==> src/rtl/lif_neuron_ctrl.sv <==
`default_nettype none
// ---------------------------------------------------------------------------
// lif_neuron_ctrl: leak/integrate/compare sequencer and membrane state of one
// leaky integrate-and-fire neuron, driving an external shared ALU.
// Rev 1.0
// ---------------------------------------------------------------------------
module lif_neuron_ctrl #(
  parameter int WIDTH         = 12,
  parameter int REFRAC_CYCLES = 4
) (
  input  logic                    clk,
  input  logic                    rst_n,
  input  logic                    in_valid,
  output logic                    in_ready,
  input  logic signed [WIDTH-1:0] in_current,
  input  logic signed [WIDTH-1:0] threshold,
  input  logic signed [WIDTH-1:0] v_reset,
  output logic signed [WIDTH-1:0] alu_a,
  output logic signed [WIDTH-1:0] alu_b,
  output logic [1:0]              alu_fn,
  input  logic signed [WIDTH-1:0] alu_x,
  input  logic                    alu_cmp,
  output logic                    spike,
  output logic signed [WIDTH-1:0] v_mem,
  output logic                    busy
);

  typedef enum logic [2:0] {
    S_IDLE, S_LEAK, S_INTEG, S_CMP, S_FIRE, S_REFRAC
  } state_t;

  localparam logic [1:0] FN_ADD  = 2'b00;
  localparam logic [1:0] FN_CMP  = 2'b10;
  localparam logic [1:0] FN_HALF = 2'b11;
  localparam logic signed [WIDTH-1:0] V_MAX = {1'b0, {(WIDTH-1){1'b1}}};
  localparam logic signed [WIDTH-1:0] V_MIN = {1'b1, {(WIDTH-1){1'b0}}};
  localparam logic [7:0] REFRAC_LOAD = 8'(REFRAC_CYCLES);

  state_t                  state_q, state_d;
  logic signed [WIDTH-1:0] v_mem_q, v_mem_d;
  logic signed [WIDTH-1:0] cur_q, cur_d;
  logic [7:0]              cnt_q, cnt_d;
  logic                    spike_q;
  logic                    accept;
  logic                    ovf;

  assign in_ready = (state_q == S_IDLE) && rst_n;
  assign busy     = !in_ready;
  assign spike    = spike_q;
  assign v_mem    = v_mem_q;
  assign accept   = in_valid && in_ready;

  // Signed overflow of the integrate add: equal operand signs, result flipped.
  assign ovf = (v_mem_q[WIDTH-1] == cur_q[WIDTH-1]) &&
               (alu_x[WIDTH-1] != v_mem_q[WIDTH-1]);

  always_comb begin
    state_d = state_q;
    v_mem_d = v_mem_q;
    cur_d   = cur_q;
    cnt_d   = cnt_q;
    alu_fn  = FN_ADD;
    alu_a   = v_mem_q;
    alu_b   = '0;
    case (state_q)
      S_IDLE: begin
        if (accept) begin
          cur_d   = in_current;
          state_d = S_LEAK;
        end
      end
      S_LEAK: begin
        alu_fn  = FN_HALF;
        v_mem_d = alu_x;
        state_d = S_INTEG;
      end
      S_INTEG: begin
        alu_b   = cur_q;
        v_mem_d = ovf ? (v_mem_q[WIDTH-1] ? V_MIN : V_MAX) : alu_x;
        state_d = S_CMP;
      end
      S_CMP: begin
        alu_fn  = FN_CMP;
        alu_b   = threshold;
        state_d = alu_cmp ? S_IDLE : S_FIRE;
      end
      S_FIRE: begin
        v_mem_d = v_reset;
        cnt_d   = REFRAC_LOAD;
        state_d = (REFRAC_CYCLES == 0) ? S_IDLE : S_REFRAC;
      end
      S_REFRAC: begin
        if (cnt_q <= 8'd1) begin
          cnt_d   = '0;
          state_d = S_IDLE;
        end else begin
          cnt_d = cnt_q - 8'd1;
        end
      end
      default: state_d = S_IDLE;
    endcase
  end

  always_ff @(posedge clk) begin
    if (!rst_n) begin
      state_q <= S_IDLE;
      v_mem_q <= '0;
      cur_q   <= '0;
      cnt_q   <= '0;
      spike_q <= 1'b0;
    end else begin
      state_q <= state_d;
      v_mem_q <= v_mem_d;
      cur_q   <= cur_d;
      cnt_q   <= cnt_d;
      spike_q <= (state_d == S_FIRE);
    end
  end

endmodule
`default_nettype wire

==> config.mk <==
export PLATFORM = sky130hd
export DESIGN_NAME = lif_neuron_ctrl
export DESIGN_NICKNAME = d
export VERILOG_FILES = /design/src/rtl/lif_neuron_ctrl.sv
export SDC_FILE = /design/constraint.sdc
export NUM_CORES = 1
export LEC_CHECK = 0
export CORE_ASPECT_RATIO = 0.6
export CORE_MARGIN = 2
export CORE_UTILIZATION = 30
export DETAILED_ROUTE_END_ITERATION = 16
export GPL_TIMING_DRIVEN = 0
export SKIP_CTS_REPAIR_TIMING = 1
export SLEW_MARGIN = 20
export SYNTH_ARGS = -nofsm -noshare
export SYNTH_HDL_FRONTEND = slang
export SYNTH_SLANG_ARGS = --single-unit
==> constraint.sdc <==
create_clock -name clk -period 1.95 [get_ports clk]
set_input_delay 0.39 -clock clk [delete_from_list [all_inputs] [get_ports clk]]
set_output_delay 0.39 -clock clk [all_outputs]
set_load 0.05 [all_outputs]
==> results.ini <==
[power]
netSwitchingFraction_pct = 37.5
p_leak_nw = 1.44
pwr-share-comb_pct = 43.4
powerDensity_nw_per_um2 = 886
seqPwrFrac_pct = 27.5
clockPowerShare_pct = 29.0
p_int_w = 0.00197
switching_power_w = 0.00119
max-vdd-ir-drop_uv = 366

[logic_synthesis]
synth_seq_area_share_pct = 33.0
synthFlopType = dfxtp_1
synth-seq-cells = 36
synth_commonest_cells = dfxtp_1, nand2_1, nor2_1
async_flop_share_pct = 0
synth_edf_count = 0
syn_nets = 327
ys.warnings.count = 0
syn_area_um2 = 2190
synth.most_common_cell = dfxtp_1
syn_inst = 273
synth_area_leader_cell = dfxtp_1
syn_area_per_cell_um2 = 8.01
synth.area.top_cells = dfxtp_1, mux2i_1, nand2_1
synthDistinctLibCells = 43
synth_top_area_share_pct = 33.0

[sta]
clock_skew_ps = 4.24
fmax_ghz = 0.521
fin_setup_tns_ps = 0
rsz0062_at_grt = true
period_needed_ps = 1920
period_share_pct = 98.4
worst_pin_slew_ps = 587
relSlewSlack_pct = 60.5
final-hold-violation-count = 0
drv_slew = 0
setup_viol = 0

[critical_path]
worstRegToRegCells = 6
path_depth = 2
critPathLaunchType = register
worst-path-max-fanout = 3
crit_required_ps = 1560
worstPathArrival_ps = 1530
slowest_stage = clkdlybuf4s50_1
critical_path.top_delay_family = buffers and inverters
critical_path.max_stage_delay_ps = 790
crit_chain = buf_4 > clkdlybuf4s50_1
crit_type = reg -> out
crit_buf_inv = 2
crit_path_end_kind = output pin

[route]
viasPerCell = 5.08
drc = 0
antenna_left = 0
routed_wl_mm = 7.14
vias = 2388
firstDrtPassIters = 4
wire_per_inst_um = 15.2
drt_iter0_drc = 96

[die]
rows = 24
fp.dieH_um = 70.1
dieArea_um2 = 8010
start_util_pct = 30.6
boundaryPins = 93
coreArea_um2 = 7150
die-width_um = 114

[cts]
htreeDepth = 2
cts.sinks = 36
path_clk_slew_ps = 60
cts_tree = yes
clkLatencyLatePin_ps = 280
cts_buffer_depth = 2
cts-root-buf = clkbuf_16
numCtsBuffers = 5

[cells_and_area]
nets = 432
antenna_cells = 0
synthToLayoutAreaGrowth_pct = 63.0
design_area_um2 = 3570
final_layout_size_suffix_gt1_share_pct = 19.8

[global_routing]
grt_pass1_vias = 2137
grt_max_degree = 12
grt_usage_pct = 17.6
grt_pass1_wl_mm = 11.1
overflow = 0
antenna_found_initial = 0

[worst_hold_path]
worstHoldPathType = reg -> reg
whs_path_depth = 2

[run_status]
status = complete, no violations

[flow_run]
maxCapViolCount = 0

[place]
port_buffers = 92
globalplace.congestion = 0.766
dpl_cell_area_um2 = 3250
dp_hpwl_mm = 5.19

-- worst paths after layout --
kind | start | endpoint | slack, ps
worst min register to register | cur_q[0] | cur_q[0] | 470
worst max-delay path | alu_a[4] | v_mem[4] | 30
worst max register to register | cnt_q[0] | cnt_q[6] | 160
worst min-delay path | cur_q[0] | cur_q[0] | 470
-- layout make-up --
class / instances / area (um^2)
Tap cell: 91 / 114
Sequential cell: 36 / 722
Inverter: 4 / 15.0
Fill cell: 698 / 3580
Buffer: 36 / 272
Multi-Input combinational cell: 197 / 1310
Clock buffer: 6 / 129
Clock inverter: 2 / 35.0
Timing Repair Buffer: 98 / 972
-- metal layers --
metal | part of all wire [%] | up-vias | track usage (%)
met3 | 8.4 | 2 | 5.82
met2 | 41 | 92 | 25.0
met5 | 0 | - | 0
met1 | 50 | 1085 | 25.9
li1 | - | 1209 | -
met4 | 0.15 | 0 | 3.25
-- power by group through the flow --
stage | Sequential, W | Clock (W) | Combinational [W]
2_1_floorplan | 0.00105 | 0 | 0.000687
3_3_place_gp | 0.000881 | 0 | 0.00129
3_5_place_dp | 0.000882 | 0 | 0.00130
4_1_cts | 0.000867 | 0.000932 | 0.00130
5_1_grt | 0.000883 | 0.000962 | 0.00145
6_report | 0.000871 | 0.000917 | 0.00137
-- cell families after synthesis --
family	after synthesis	synth area share, %
and+or+nand+nor	116	27.3
AOI/OAI and AO/OA	65	22.5
buffers and inverters	40	9.67
DFF	36	33.0
muxes	12	5.49
adders and majority gates	3	1.60
xor gates and xnor gates	1	0.401
-- state kept, by name, indices dropped and copies added (netlist names) --
| name | cells |
|---|---|
| alu_a | 12 |
| cnt_q | 8 |
| cur_q | 12 |
| state_q | 3 |
| spike | 1 |
-- per-stage QoR --
| stage | util (%) | std cells | worst slack [ps] | hold WS, ps | total power (W) |
|---|---|---|---|---|---|
| floorplan | - | 273 | -109 | 436 | 0.00173 |
| global placement | 45.5 | 456 | -981 | 448 | 0.00217 |
| detailed placement | 45.5 | 456 | -1000 | 452 | 0.00218 |
| CTS | 47.8 | 464 | -1080 | 467 | 0.00310 |
| global route | 49.9 | 470 | -19.0 | 484 | 0.00330 |
| finish | 49.9 | 470 | 30.9 | 467 | 0.00316 |
-- placed cells by master (no fill, tap or decap), drive strengths merged, types with 2 or more instances in the layout --
cell            n
nand3          19
o311ai         11
buf            43
clkdlybuf4s50  66
clkinv          2
nand3b         12
a211oi         11
clkbuf         20
nor2           29
nor3            4
nand4           3
a21oi          15
or3b            4
a31oi           2
mux2i          12
ha              2
o21ai           5
o2bb2ai        11
dfxtp          36
inv             3
nand2          29
o31ai           2
dlymetal6s2s   11
or4             3
nor2b           5
o41ai           3
nand2b          3
-- worst min-delay path, stage by stage (launching register included) --
cell and delay, ps:
dfxtp_1 310, nand2_1 50, a21oi_1 50
No activity file was read; power rests on OpenSTA's default activity.
